**config.mk**
```make
export PLATFORM = sky130hd
export DESIGN_NAME = ysyx_23060221_clint
export DESIGN_NICKNAME = d
export VERILOG_FILES = /design/src/rtl/ysyx_23060221_clint.sv
export SDC_FILE = /design/constraint.sdc
export NUM_CORES = 1
export LEC_CHECK = 0
export ABC_AREA = 0
export CAP_MARGIN = 20
export CORE_ASPECT_RATIO = 1.75
export CORE_UTILIZATION = 25
export CTS_CLUSTER_SIZE = 25
export DETAILED_ROUTE_END_ITERATION = 16
export PLACE_DENSITY_LB_ADDON = 0.3
export SLEW_MARGIN = 0
export SYNTH_ARGS = -nofsm -noshare
export SYNTH_HDL_FRONTEND = slang
export SYNTH_SLANG_ARGS = --single-unit
```
**constraint.sdc**
```tcl
create_clock -name clk -period 8.92 [get_ports clk]
set_input_delay 2.23 -clock clk [delete_from_list [all_inputs] [get_ports clk]]
set_output_delay 2.23 -clock clk [all_outputs]
set_load 0.02 [all_outputs]
```
**src/rtl/ysyx_23060221_clint.sv**
```systemverilog
// Machine timer (mtime) as an AXI4 read slave; a low-word read snapshots all 64 bits for a tear-free high read.
// Define CLINT_WRITE_EN to add an AXI4 write channel that loads either mtime half.
module ysyx_23060221_clint #(
    parameter logic [31:0] BASE = 32'h0200_0000,
    parameter int unsigned DIV  = 1
) (
    input  logic        clk,
    input  logic        rst,
    output logic        arready,
    input  logic        arvalid,
    input  logic [31:0] araddr,
    input  logic [3:0]  arid,
    input  logic [7:0]  arlen,
    input  logic [2:0]  arsize,
    input  logic [1:0]  arburst,
    input  logic        rready,
    output logic        rvalid,
    output logic [1:0]  rresp,
    output logic [31:0] rdata,
    output logic        rlast,
    output logic [3:0]  rid
`ifdef CLINT_WRITE_EN
    ,
    output logic        awready,
    input  logic        awvalid,
    input  logic [31:0] awaddr,
    input  logic [3:0]  awid,
    input  logic [7:0]  awlen,
    input  logic [2:0]  awsize,
    input  logic [1:0]  awburst,
    output logic        wready,
    input  logic        wvalid,
    input  logic [31:0] wdata,
    input  logic [3:0]  wstrb,
    input  logic        wlast,
    input  logic        bready,
    output logic        bvalid,
    output logic [1:0]  bresp,
    output logic [3:0]  bid
`endif
);

    localparam logic [31:0] BASE_HI = BASE + 32'd4;
    localparam int CNT_W = (DIV > 1) ? $clog2(DIV) : 1;
    localparam logic [CNT_W-1:0] CNT_MAX = CNT_W'(DIV - 1);

    typedef enum logic {R_IDLE, R_DATA} rd_state_t;

    rd_state_t        rd_state;
    logic [63:0]      mtime;
    logic [63:0]      snap;
    logic             snap_vld;
    logic [CNT_W-1:0] cnt;

    logic [31:0] addr_q;
    logic [7:0]  len_q;
    logic [7:0]  beat_q;
    logic        fixed_q;
    logic        size_ok_q;

    logic        ar_hs;
    logic        r_hs;
    logic        r_next;
    logic [31:0] next_addr;
    logic        cap_en;
    logic [31:0] cap_addr;
    logic        cap_ok;
    logic        cap_lo;
    logic        cap_hi;
    logic [31:0] cap_data;
    logic [1:0]  cap_resp;

    logic        wr_en;
    logic [63:0] wr_value;

    assign ar_hs     = arvalid & arready;
    assign r_hs      = rvalid & rready;
    assign r_next    = r_hs & (beat_q != len_q);
    assign next_addr = fixed_q ? addr_q : addr_q + 32'd4;

    // A beat's data is captured either at the AR handshake or when the previous beat is accepted.
    assign cap_en   = ar_hs | r_next;
    assign cap_addr = ar_hs ? araddr : next_addr;
    assign cap_ok   = ar_hs ? (arsize == 3'b010) : size_ok_q;
    assign cap_lo   = cap_ok & (cap_addr == BASE);
    assign cap_hi   = cap_ok & (cap_addr == BASE_HI);

    always_comb begin
        cap_data = 32'd0;
        cap_resp = 2'b10;
        if (cap_lo) begin
            cap_data = mtime[31:0];
            cap_resp = 2'b00;
        end else if (cap_hi) begin
            cap_data = snap_vld ? snap[63:32] : mtime[63:32];
            cap_resp = 2'b00;
        end
    end

    always_ff @(posedge clk) begin
        if (rst) begin
            mtime <= '0;
            cnt   <= '0;
        end else if (wr_en) begin
            mtime <= wr_value;
            cnt   <= '0;
        end else if (cnt == CNT_MAX) begin
            mtime <= mtime + 64'd1;
            cnt   <= '0;
        end else begin
            cnt <= cnt + CNT_W'(1);
        end
    end

    always_ff @(posedge clk) begin
        if (rst) begin
            snap     <= '0;
            snap_vld <= 1'b0;
        end else if (cap_en & cap_lo) begin
            snap     <= mtime;
            snap_vld <= 1'b1;
        end else if (cap_en & cap_hi) begin
            snap_vld <= 1'b0;
        end
    end

    always_ff @(posedge clk) begin
        if (rst) begin
            rd_state  <= R_IDLE;
            arready   <= 1'b0;
            rvalid    <= 1'b0;
            rlast     <= 1'b0;
            rresp     <= '0;
            rdata     <= '0;
            rid       <= '0;
            addr_q    <= '0;
            len_q     <= '0;
            beat_q    <= '0;
            fixed_q   <= 1'b0;
            size_ok_q <= 1'b0;
        end else begin
            case (rd_state)
                R_IDLE: begin
                    arready <= 1'b1;
                    if (ar_hs) begin
                        rd_state  <= R_DATA;
                        arready   <= 1'b0;
                        rvalid    <= 1'b1;
                        addr_q    <= araddr;
                        len_q     <= arlen;
                        beat_q    <= 8'd0;
                        fixed_q   <= (arburst == 2'b00);
                        size_ok_q <= (arsize == 3'b010);
                        rid       <= arid;
                        rlast     <= (arlen == 8'd0);
                        rdata     <= cap_data;
                        rresp     <= cap_resp;
                    end
                end
                R_DATA: begin
                    if (r_hs) begin
                        if (beat_q == len_q) begin
                            rd_state <= R_IDLE;
                            rvalid   <= 1'b0;
                            rlast    <= 1'b0;
                            arready  <= 1'b1;
                        end else begin
                            beat_q <= beat_q + 8'd1;
                            addr_q <= next_addr;
                            rlast  <= ((beat_q + 8'd1) == len_q);
                            rdata  <= cap_data;
                            rresp  <= cap_resp;
                        end
                    end
                end
                default: rd_state <= R_IDLE;
            endcase
        end
    end

`ifdef CLINT_WRITE_EN
    typedef enum logic [1:0] {W_IDLE, W_DATA, W_RESP} wr_state_t;

    wr_state_t   wr_state;
    logic [31:0] waddr_q;
    logic        wok_q;
    logic        unused_w;

    function automatic logic [31:0] merge_bytes(input logic [31:0] old_w, input logic [31:0] new_w,
                                                input logic [3:0] strb);
        logic [31:0] res;
        res = old_w;
        for (int i = 0; i < 4; i++) begin
            if (strb[i]) res[8*i +: 8] = new_w[8*i +: 8];
        end
        return res;
    endfunction

    // Single-beat writes only, so the burst type and wlast carry no information.
    assign unused_w = ^{awburst, wlast};
    assign wr_en    = (wr_state == W_DATA) & wvalid & wready & wok_q;
    assign wr_value = (waddr_q == BASE) ? {mtime[63:32], merge_bytes(mtime[31:0], wdata, wstrb)}
                                        : {merge_bytes(mtime[63:32], wdata, wstrb), mtime[31:0]};

    always_ff @(posedge clk) begin
        if (rst) begin
            wr_state <= W_IDLE;
            awready  <= 1'b0;
            wready   <= 1'b0;
            bvalid   <= 1'b0;
            bresp    <= '0;
            bid      <= '0;
            waddr_q  <= '0;
            wok_q    <= 1'b0;
        end else begin
            case (wr_state)
                W_IDLE: begin
                    awready <= 1'b1;
                    if (awvalid & awready) begin
                        wr_state <= W_DATA;
                        awready  <= 1'b0;
                        wready   <= 1'b1;
                        bid      <= awid;
                        waddr_q  <= awaddr;
                        wok_q    <= (awlen == 8'd0) && (awsize == 3'b010) &&
                                    ((awaddr == BASE) || (awaddr == BASE_HI));
                    end
                end
                W_DATA: begin
                    if (wvalid) begin
                        wr_state <= W_RESP;
                        wready   <= 1'b0;
                        bvalid   <= 1'b1;
                        bresp    <= wok_q ? 2'b00 : 2'b10;
                    end
                end
                W_RESP: begin
                    if (bready) begin
                        wr_state <= W_IDLE;
                        bvalid   <= 1'b0;
                        awready  <= 1'b1;
                    end
                end
                default: wr_state <= W_IDLE;
            endcase
        end
    end
`else
    assign wr_en    = 1'b0;
    assign wr_value = 64'd0;
`endif

endmodule

```
# Word-level counts from Yosys, hierarchy flattened
# Index checks and enable logic that the tools add are counted.
op_classes:
  n_mux: 42
  n_reduce_logical: 9
  bitwise_logic: 10
  n_eq_ne: 10
  n_addsub: 4
ops:
  columns: ["operator", "n"]
  rows:
  - ["$mux 32", 11]
  - ["$pmux 32 s2", 2]
  - ["$add 64x1->64 const B", 1]
  - ["$eq 32x26->1 const B", 2]
  - ["$add 32x3->32 const B", 1]
  - ["$mux 8", 3]
  - ["$eq 8x8->1", 2]
  - ["$pmux 8 s2", 1]
  - ["$mux 1", 15]
  - ["$mux 2", 5]
  - ["$add 8x1->8 const B", 1]
  - ["$logic_not 8->1", 1]
  - ["$ne 8x8->1", 1]
  - ["$pmux 1 s2", 4]
  - ["$and 1x1->1", 7]
  - ["$reduce_and 2->1", 3]
  - ["$reduce_and 3->1", 2]
  - ["$ne 2x1->1 const B", 2]
  - ["$ne 2x2->1 const B", 2]
  - ["$pmux 2 s2", 1]
  - ["$eq 3x2->1 const B", 1]
  - ["$logic_not 2->1", 1]
  - ["$not 1->1", 2]
  - ["$reduce_bool 2->1", 1]
  - ["3 further kinds", 3]
word_totals:
  input_bits: 53
  word_cells: 91
  register_bits: 222
  output_inout_bits: 41

# Logic depth before layout (Yosys ltp)
# Gate-level depths: netlist of run 1.
logic_depth:
  ltp_word: 10
  mapped_depth: 11
  ltp_nobuf: 9

# Worst setup path after synthesis of run 1
# OpenSTA, ideal clock, no wires.
synth_timing:
  kind: "input to register"
  from: "input port arvalid"
  to: "register snap[35]"
  n_path_buf: 3
  slack_ns: 4.828
  cell_stages: 10
  t_arrival_ns: 3.959
  setup_time_ns: 0.132
  required_time_ns: 8.788
  path_cell_list: "and2_1 -> clkbuf_1 -> nor3_1 -> nand3_1 -> o21a_1 -> or3_1 -> clkbuf_1 -> clkbuf_1 -> o31ai_1 -> a21oi_1"
synth_via:
  elab_chain_len: 5
  word_cells_on_any_way: 7
  classes_between: "1 x eq/ne; 2 x mux; 4 x bitwise"
synth_rtl:
  columns: ["element", "line_no", "source"]
  rows:
  - ["start, declared", "10", "input logic arvalid,"]
  - ["$and 1x1->1 *", "76", "assign ar_hs = arvalid & arready;"]
  - ["$mux 32", "83", "assign cap_addr = ar_hs ? araddr : next_addr;"]
  - ["$eq 32x26->1", "85", "assign cap_lo = cap_ok & (cap_addr == BASE);"]
  - ["$and 1x1->1", "85", null]
  - ["$and 1x1->1 *", "119", "end else if (cap_en & cap_lo) begin"]
  - ["end signal, assigned", "120", "snap <= mtime;"]
  - ["end, declared", "51", "logic [63:0] snap;"]
# Mark *: on every way between the ends. The rest lies on a longest branch, timed or not.
# A chain may end at the register's enable or synchronous reset.

# Final worst setup path of run 1
layout_timing:
  from: "input port arvalid"
  to: "register rdata[17]"
layout_via:
  elab_chain_len: 9
  word_cells_on_any_way: 15
  classes_between: "3 x eq/ne; 8 x mux; 3 x bitwise; 1 x reduce/logical"
layout_rtl:
  columns: ["element", "line_no", "source"]
  rows:
  - ["$and 1x1->1 *", "76", null]
  - ["$mux 32", "83", null]
  - ["$eq 32x26->1", "86", "assign cap_hi = cap_ok & (cap_addr == BASE_HI);"]
  - ["$and 1x1->1", "86", null]
  - ["$mux 32", "94", "end else if (cap_hi) begin"]
  - ["$mux 32", "91", "if (cap_lo) begin"]
  - ["$mux 32", "162", "if (beat_q == len_q) begin"]
  - ["$mux 32", "161", "if (r_hs) begin"]
  - ["$pmux 32 s2", "142", "case (rd_state)"]
  - ["end signal, assigned", "156", "rdata <= cap_data;"]
  - ["end signal, assigned", "171", "rdata <= cap_data;"]
  - ["end, declared", "19", "output logic [31:0] rdata,"]
# Mark *: on every way between the ends. The rest lies on a longest branch, timed or not. The select of a mux whose other input is x is not followed.

==> results.toml, run 1 <==
[synth]
ys_warn_count = 0
async_flop_share_pct = 0
seq_area_frac_synth_pct = 39.2
ys.flop_type = "dfxtp_1"
synth_edf_count = 0
synth_cell_types = 64
netlist_area_sq_um = 9640
synthCells = 1203
avgSynthCellArea_sq_um = 8.01
synth-seq-cells = 189

[finish]
final_area_sq_um = 11500
fill_cells = 3987
nets = 1292
drive_gt1_share_pct = 6.08
synthToLayoutAreaGrowth_pct = 19.4
postLayoutCoreUtil_pct = 30.5
fin_cells = 1729
diodes = 0

[route]
antenna_left = 0
viasPerCell = 5.12
wire_per_inst_um = 16.8
dr.first_iter.drc_count = 502
vias = 8848
dr.pass1.iters = 5
drt-total-wl_um = 29000
route.detailed.drc = 0

[timing]
rsz0062_at_grt = "no"
fin_crit_sh_pct = 54.5
max_freq_ghz = 0.206
worst_pin_slew_ps = 1110
relSlewSlack_pct = 25.9
final-setup-viol-count = 0
slew_violations = 0
fin_crit_ps = 4860
finClkSkew_ps = 16.1
fin_tns_setup_ps = 0
hold_violations = 0

[placement]
dpl.cell_count = 1697
place.gp.congestion = 0.839
numPortBuffers = 92
place_area_sq_um = 10900
hpwl_um = 19800

[floorplan]
die_area_sq_um = 39400
row_count = 94
die_x_um = 150
io_pins = 94
dieHeight_um = 262
core_area_sq_um = 37800
initial_utilization_pct = 25.5

[cts]
hold_buffers = 0
htreeDepth = 4
root_buffer = "clkbuf_16"
postCtsResizedCells = 0
cts_tree = "yes"
worst_skew_pair.late_latency_ps = 460
cts.sinks = 189
post_cts.repair.setup_buffers = 0
clk_pin_slew_worst_paths_ps = 70
cts_buffer_depth = 2
cts_made_buffers = 17

[setup_path]
critPathLaunchType = "input pin"
cp.required_ps = 9300
end_kind = "flop"
crit_type = "input pin to flop"
arrival_ps = 5240
crit_fanout = 32

[job]
cap_violations = 0

[pwr]
pwr-share-clk_pct = 42.0
internal-power_mw = 1.33
p_comb_share_pct = 11.0
fin_total_pwr_mw = 1.88
p_leak_nw = 3.71
pwr-share-seq_pct = 47.0
p_per_area_nw_per_um2 = 163
power_switching_mw = 0.546
switching_share_pct = 29.1
ir_worst_vdd_mv = 0.115

[global_routing]
grt_max_degree = 98
grt_pass1_wl_um = 45900
grt_usage_pct = 15.0
antenna_found_initial = 0
grt_pass1_vias = 8593
overflow = 0

[status]
outcome = "complete, no violations"

[min_path]
hp-class = "flop to flop"
## power groups by stage
stage / logic (mW) / registers [mW] / clock network, mW
final: 0.207 / 0.882 / 0.789
after global placement: 0.205 / 0.902 / 0
after detailed placement: 0.208 / 0.902 / 0
after global routing: 0.225 / 0.886 / 0.848
after floorplan: 0.135 / 0.892 / 0
after CTS: 0.209 / 0.882 / 0.817
## final cells by class
class	count	area (sq um)	area share (%)
multi-input cells	908	5440	47.2
flip-flops and latches	189	3780	32.9
repair buffers	106	1040	9.00
well taps	480	601	5.22
clock buffers	17	425	3.70
clock inverters	15	173	1.50
inverters	14	52.6	0.457
## cell usage after synthesis (4+ instances only)
cell type  count  area [sq um]
dfxtp_1      189          3780
nor2_1       145           544
nand2_1      124           465
a21oi_1      108           541
clkbuf_1      67           251
nand4_1       59           369
nand3_1       46           230
xor2_1        45           394
o21ai_0       41           205
mux2i_1       37           370
nor3_1        36           180
o21ai_1       30           150
xnor2_1       29           254
o31ai_1       28           210
a222oi_1      22           220
or3_1         20           125
and3_1        18           113
inv_1         14          52.6
nor4_1        14          87.6
a21o_1        12          90.1
buf_2         10          50.1
and4_1         9          78.8
buf_1          8          30.0
buf_6          7          78.8
nor3b_1        7          52.6
o31ai_2        7          87.6
and2_1         6          37.5
a31oi_1        4          25.0
nand2b_1       4          25.0
or4_1          4          30.0
## sequential cells by signal, summed over array words and instances (netlist names), 4 cells and up
| register | flops |
|---|---|
| addr_q | 32 |
| beat_q | 8 |
| len_q | 8 |
| mtime | 64 |
| rdata | 32 |
| rid | 4 |
| snap | 32 |
## worst paths after layout
kind / startpoint / to / slack [ps] / cells past startpoint
worst max-delay path: arvalid / rdata[17] / 4060 / 8
worst max register to register: mtime[2] / mtime[63] / 5160 / 9
worst min register to register: rdata[10] / rdata[10] / 450 / 2
worst min-delay path: rdata[10] / rdata[10] / 450 / 2
## critical path, cell delays in order
cell and delay [ps]:
clkdlybuf4s50_1 410, and2_1 330, nand2b_1 770, nand2_1 700, nor2_2 230, buf_4 390, nand2_1 90, o21ai_1 90
## routing by layer
layer  GRT usage [%]  share of wire, %
met5               0                 0
met4            4.63               1.6
met3            2.92               3.6
met2            29.0                54
met1            15.9                40
## cells by family after synthesis
group / Yosys count / synth area share [%]
XOR/XNOR: 74 / 6.72
adder cells (fa/ha/maj): 3 / 0.389
buffers and inverters: 107 / 4.88
other: 1 / 0.0389
multiplexers: 37 / 3.84
AO/OA/AOI/OAI: 278 / 18.5
AND/OR/NAND/NOR: 514 / 26.4
flip-flops: 189 / 39.2
## cell usage in the layout, fill, tap and decap left out, types with 20 or more instances in the layout
master,instances
dfxtp_1,188
nor2_1,143
nand2_1,124
a21oi_1,107
clkdlybuf4s50_1,91
nand4_1,59
nand3_1,46
xor2_1,45
o21ai_0,40
mux2i_1,37
nor3_1,35
o21ai_1,30
xnor2_1,29
o31ai_1,28
a222oi_1,22
or3_1,20
## through the flow
stage,hold slack (ps),setup slack [ps]
after floorplan,436,4830
after global placement,441,3620
after detailed placement,445,3590
after CTS,459,4060
after global routing,479,3750
final,453,4060
No activity file was read; power rests on OpenSTA's default activity.
==> run 2: changes to the inputs <==
==> constraint.sdc (replaced) <==
create_clock -name clk -period 4.5 [get_ports clk]
set_input_delay 1.125 -clock clk [delete_from_list [all_inputs] [get_ports clk]]
set_output_delay 1.125 -clock clk [all_outputs]
set_load 0.02 [all_outputs]
==> run 2 against run 1 <==
- routed wire length is 0.36% higher
- sequential power is 98% higher
- core utilization is 0.080 points higher
- critical path type is now flop to flop
- critical endpoint is now snap[46]
==> results.toml, run 2 (same netlist as run 1, synthesis figures left out) <==
[finish]
largest_reg_flops = 64
diodes = 0
top_register = "mtime"
fill_cells = 3945
final_cell_mix = "dfxtp_1, nor2_1, nand2_1"
drive_gt1_share_pct = 6.60
final_common_cell = "dfxtp_1"
synthToLayoutAreaGrowth_pct = 19.7
postLayoutCoreUtil_pct = 30.6
nets = 1300
final_area_sq_um = 11500

[global_routing]
grt-busiest-layer = "met2"
grt_pass1_wl_um = 47000
grt_pass1_vias = 8659
grt_use_met1_pct = 16.9
grt_max_degree = 65
grtUsageMet2_pct = 28.0
use_met3_pct = 2.45
antenna_found_initial = 0
overflow = 0
grt_usage_pct = 15.3

[min_path]
whs_path_depth = 2
hold_start = "rdata[29]"
hold_end = "rdata[29]"
hp-class = "flop to flop"

[pwr]
p_comb_share_pct = 11.2
internal-power_mw = 2.63
pwr-share-seq_pct = 47.2
p_leak_nw = 3.74
switching_share_pct = 28.9
ir_worst_vdd_mv = 0.204
p_per_area_nw_per_um2 = 321
fin_total_pwr_mw = 3.70
power_switching_mw = 1.07
pwr-share-clk_pct = 41.6

[floorplan]
io_pins = 94
row_count = 94
dieHeight_um = 262
initial_utilization_pct = 25.5
die_area_sq_um = 39400
die_x_um = 150
core_area_sq_um = 37800

[cts]
cts_made_buffers = 17
root_buffer = "clkbuf_16"
hold_buffers = 0
cts.sinks = 189
cts_buffer_depth = 2
htreeDepth = 4
clk_pin_slew_worst_paths_ps = 80
post_cts.repair.setup_buffers = 0
postCtsResizedCells = 0
worst_skew_pair.late_latency_ps = 460
cts_tree = "yes"

[route]
vias = 8934
dr.pass1.iters = 8
viasPerCell = 5.14
wire_per_inst_um = 16.8
drt-total-wl_um = 29100
route.detailed.drc = 0
dr.first_iter.drc_count = 600
antenna_left = 0

[setup_path]
regToRegSetupSlack_ps = 910
arrival_ps = 3910
crit_type = "flop to flop"
cp_num_buf_inv = 0
cp.required_ps = 4820
r2r-start = "addr_q[9]"
timing.rr.end = "snap[46]"
crit_path_top_delay_cell = "o41a_4"
worstPathCellList = "nand2_1 -> or4_4 -> or4_1 -> xor2_1 -> nand3_2 -> o41a_4 -> o31ai_1 -> a21oi_1"
critPathLaunchType = "flop"
r2r_cells = 8
crit_fanout = 32
end_kind = "flop"
critPathTopFamily = "simple AND/OR/NAND/NOR gates"
critPathMaxStageDelay_ps = 710

[placement]
hpwl_um = 20000
numPortBuffers = 92
place_area_sq_um = 11000
place.gp.congestion = 0.837

[timing]
worst_pin_slew_ps = 825
max_freq_ghz = 0.278
finClkSkew_ps = 15.7
rsz0062_at_grt = "no"
fin_crit_sh_pct = 79.9
fin_crit_ps = 3590
fin_tns_setup_ps = 0
relSlewSlack_pct = 44.5
final-setup-viol-count = 0
slew_violations = 0
hold_violations = 0

[status]
outcome = "complete, no violations"

[job]
cap_violations = 0
run 2: cell types whose count changed in the layout (fill, tap and decap cells not counted):
cell / before / now
inv_6: 8 / 5
clkinvlp_4: 0 / 1
buf_12: 1 / 0
clkbuf_1: 0 / 1
buf_4: 14 / 23
clkinv_8: 2 / 1
clkinv_4: 2 / 3
clkinv_2: 0 / 1
run 2: worst max path at each step:
stage	startpoint	endpoint	slack, ps	cells past startpoint
after floorplan	addr_q[9]	snap[35]	1290	11
after CTS	addr_q[9]	rdata[0]	920	9
final	addr_q[9]	snap[46]	910	8
after global placement	araddr[25]	rresp[1]	830	7
after global routing	addr_q[8]	rdata[31]	630	10
after detailed placement	araddr[17]	rdata[0]	880	8
run 2: metrics by stage:
| stage | cells | hold slack (ps) | setup WS (ps) |
|---|---|---|---|
| floorplan | 1204 | 436 | 1290 |
| global placement | 1705 | 437 | 828 |
| detailed placement | 1705 | 440 | 880 |
| CTS | 1737 | 450 | 925 |
| global route | 1737 | 470 | 634 |
| finish | 1737 | 445 | 905 |
run 2: tightest hold or removal path: stages, from the launching register on:
cell     delay, ps
dfxtp_1        310
nand2_1         50
o21ai_1         50
run 2: layout make-up:
| class | count | area [sq um] | area share (%) |
|---|---|---|---|
| Clock buffer | 18 | 429 | 3.72 |
| Multi-Input combinational cell | 908 | 5440 | 47.1 |
| Clock inverter | 14 | 151 | 1.31 |
| Inverter | 14 | 52.6 | 0.455 |
| Sequential cell | 189 | 3780 | 32.8 |
| Tap cell | 480 | 601 | 5.20 |
| Timing Repair Buffer | 114 | 1080 | 9.39 |
run 2: metal layers:
layer	vias up	routed length (um)
li1	4423	-
met4	0	967
met3	45	1190
met5	-	0
met2	209	15400
met1	4257	11600
run 2: power by group through the flow:
| stage | registers (mW) | clock network, mW | logic, mW |
|---|---|---|---|
| floorplan | 1.77 | 0 | 0.267 |
| global placement | 1.79 | 0 | 0.413 |
| detailed placement | 1.79 | 0 | 0.414 |
| CTS | 1.75 | 1.59 | 0.417 |
| global route | 1.75 | 1.65 | 0.452 |
| finish | 1.75 | 1.54 | 0.413 |
==> run 3: changes to the inputs <==
==> constraint.sdc (replaced) <==
create_clock -name clk -period 3 [get_ports clk]
set_input_delay 0.75 -clock clk [delete_from_list [all_inputs] [get_ports clk]]
set_output_delay 0.75 -clock clk [all_outputs]
set_load 0.02 [all_outputs]
==> run 3 against run 2 <==
- clock skew down 5.0 ps
- core utilization up 3.0 points
- sequential power up 49%
- final cell count up 5.3%
- fmax up 23%
- routed wire length up 8.9%
- global-route usage up 0.80 points
- via count up 4.9%
- register-to-register slack worse by 840 ps
- design area up 9.7%
- die area unchanged
- count of clock-buffer cells in the layout down 1
- critical endpoint is now rdata[25]
==> results.toml, run 3 (same netlist as run 1, synthesis figures left out) <==
[route]
viasPerCell = 5.12
antenna_left = 0
dr.pass1.iters = 8
dr.first_iter.drc_count = 664
route.detailed.drc = 0
drt-total-wl_um = 31700
wire_per_inst_um = 17.3
vias = 9371

[setup_path]
cp.required_ps = 3380
crit_type = "flop to flop"
end_kind = "flop"
critPathLaunchType = "flop"
r2r_cells = 14
arrival_ps = 3310
crit_fanout = 16

[global_routing]
grt_usage_pct = 16.0
grt_max_degree = 86
grt_pass1_vias = 9158
overflow = 0
antenna_found_initial = 0
grt_pass1_wl_um = 49200

[finish]
final_area_sq_um = 12700
largest_reg_flops = 64
final_cell_mix = "dfxtp_1, nor2_1, nand2_1"
drive_gt1_share_pct = 15.9
nets = 1394
final_common_cell = "dfxtp_1"
postLayoutCoreUtil_pct = 33.5
diodes = 0
synthToLayoutAreaGrowth_pct = 31.3
top_register = "mtime"

[floorplan]
initial_utilization_pct = 25.5
die_area_sq_um = 39400
row_count = 94
core_area_sq_um = 37800
die_x_um = 150
io_pins = 94
dieHeight_um = 262

[pwr]
power_switching_mw = 1.60
p_per_area_nw_per_um2 = 450
ir_worst_vdd_mv = 0.306
p_leak_nw = 4.34
switching_share_pct = 28.0
p_comb_share_pct = 14.4
pwr-share-seq_pct = 45.6
pwr-share-clk_pct = 40.0
internal-power_mw = 4.10

[cts]
clk_pin_slew_worst_paths_ps = 70
htreeDepth = 4
cts_buffer_depth = 2
cts_made_buffers = 17
worst_skew_pair.late_latency_ps = 450
cts.sinks = 189
cts_tree = "yes"
root_buffer = "clkbuf_16"

[timing]
fin_crit_sh_pct = 97.8
fin_ws_ps = 65.6
max_freq_ghz = 0.341
fin_tns_setup_ps = 0
hold_violations = 0
finClkSkew_ps = 10.7
worst_pin_slew_ps = 558
slew_violations = 0
fin_hold_ws_ps = 449
relSlewSlack_pct = 62.8
fin_crit_ps = 2930
final-setup-viol-count = 0

[job]
cap_violations = 0

[placement]
place_ws_ps = -118
place.gp.congestion = 0.852
hpwl_um = 21900
place_area_sq_um = 11800
numPortBuffers = 92

[status]
outcome = "complete, no violations"

[min_path]
whs_path_depth = 2
hp-class = "flop to flop"
[run 3: cell count changes in the layout (fill, tap and decap cells not counted), sizes merged]
cell / previous run / this run
buf: 23 / 115
inv: 21 / 16
bufinv: 1 / 2
clkinvlp: 1 / 4
clkbuf: 18 / 19
[run 3: per-layer routing]
| layer | global-route usage [%] | vias to the layer above | share of wire (%) |
|---|---|---|---|
| met2 | 30.6 | 173 | 55 |
| met4 | 5.58 | 0 | 1.8 |
| met5 | 0 | - | 0 |
| li1 | - | 4625 | - |
| met3 | 2.48 | 28 | 3.4 |
| met1 | 17.6 | 4545 | 40 |
[run 3: stage by stage]
| step | instances | power, mW |
|---|---|---|
| after CTS | 1821 | 5.73 |
| after floorplan | 1204 | 3.06 |
| after global routing | 1829 | 5.93 |
| final | 1829 | 5.70 |
| after global placement | 1791 | 3.43 |
| after detailed placement | 1791 | 3.43 |
[run 3: cell type report]
type | instances | area [sq um]
clock buffer | 17 | 425
clock inverter | 13 | 144
fill | 3938 | 25100
inverter | 14 | 52.6
multi-input combinational | 908 | 5670
sequential | 189 | 3800
tap | 480 | 601
timing repair buffer | 208 | 1960
[run 3: power groups by stage]
stage | Combinational, mW | Clock, mW | Sequential [mW]
CTS | 0.780 | 2.35 | 2.60
global placement | 0.772 | 0 | 2.65
global route | 0.879 | 2.44 | 2.60
detailed placement | 0.775 | 0 | 2.66
floorplan | 0.405 | 0 | 2.65
finish | 0.822 | 2.28 | 2.60
[run 3: worst paths after layout]
check	start	endpoint	slack [ps]
worst max-delay path	addr_q[3]	rdata[25]	70
worst min-delay path	rdata[6]	rdata[6]	450
worst max register to register	addr_q[3]	rdata[25]	70
worst min register to register	rdata[6]	rdata[6]	450
[run 3: what timing repair did]
| item | in CTS | in global routing |
|---|---|---|
| hold buffers | 0 | 0 |
| setup buffers | 0 | 6 |
| gates cloned | 0 | 3 |
| gates resized for setup | 3 | 47 |
| pin swaps | 1 | 18 |
| setup endpoints to repair | 19 | 66 |
[run 3: worst max-delay path, stage by stage (launching register included)]
cell and delay (ps):
dfxtp_4 370, ha_4 160, nand4b_1 180, buf_4 160
nor4_4 30, buf_4 140, or4_1 400, o21a_1 120
a22o_1 250, o31ai_4 260, buf_6 170, nand4_1 120
buf_6 170, clkbuf_16 180, o21ai_1 140
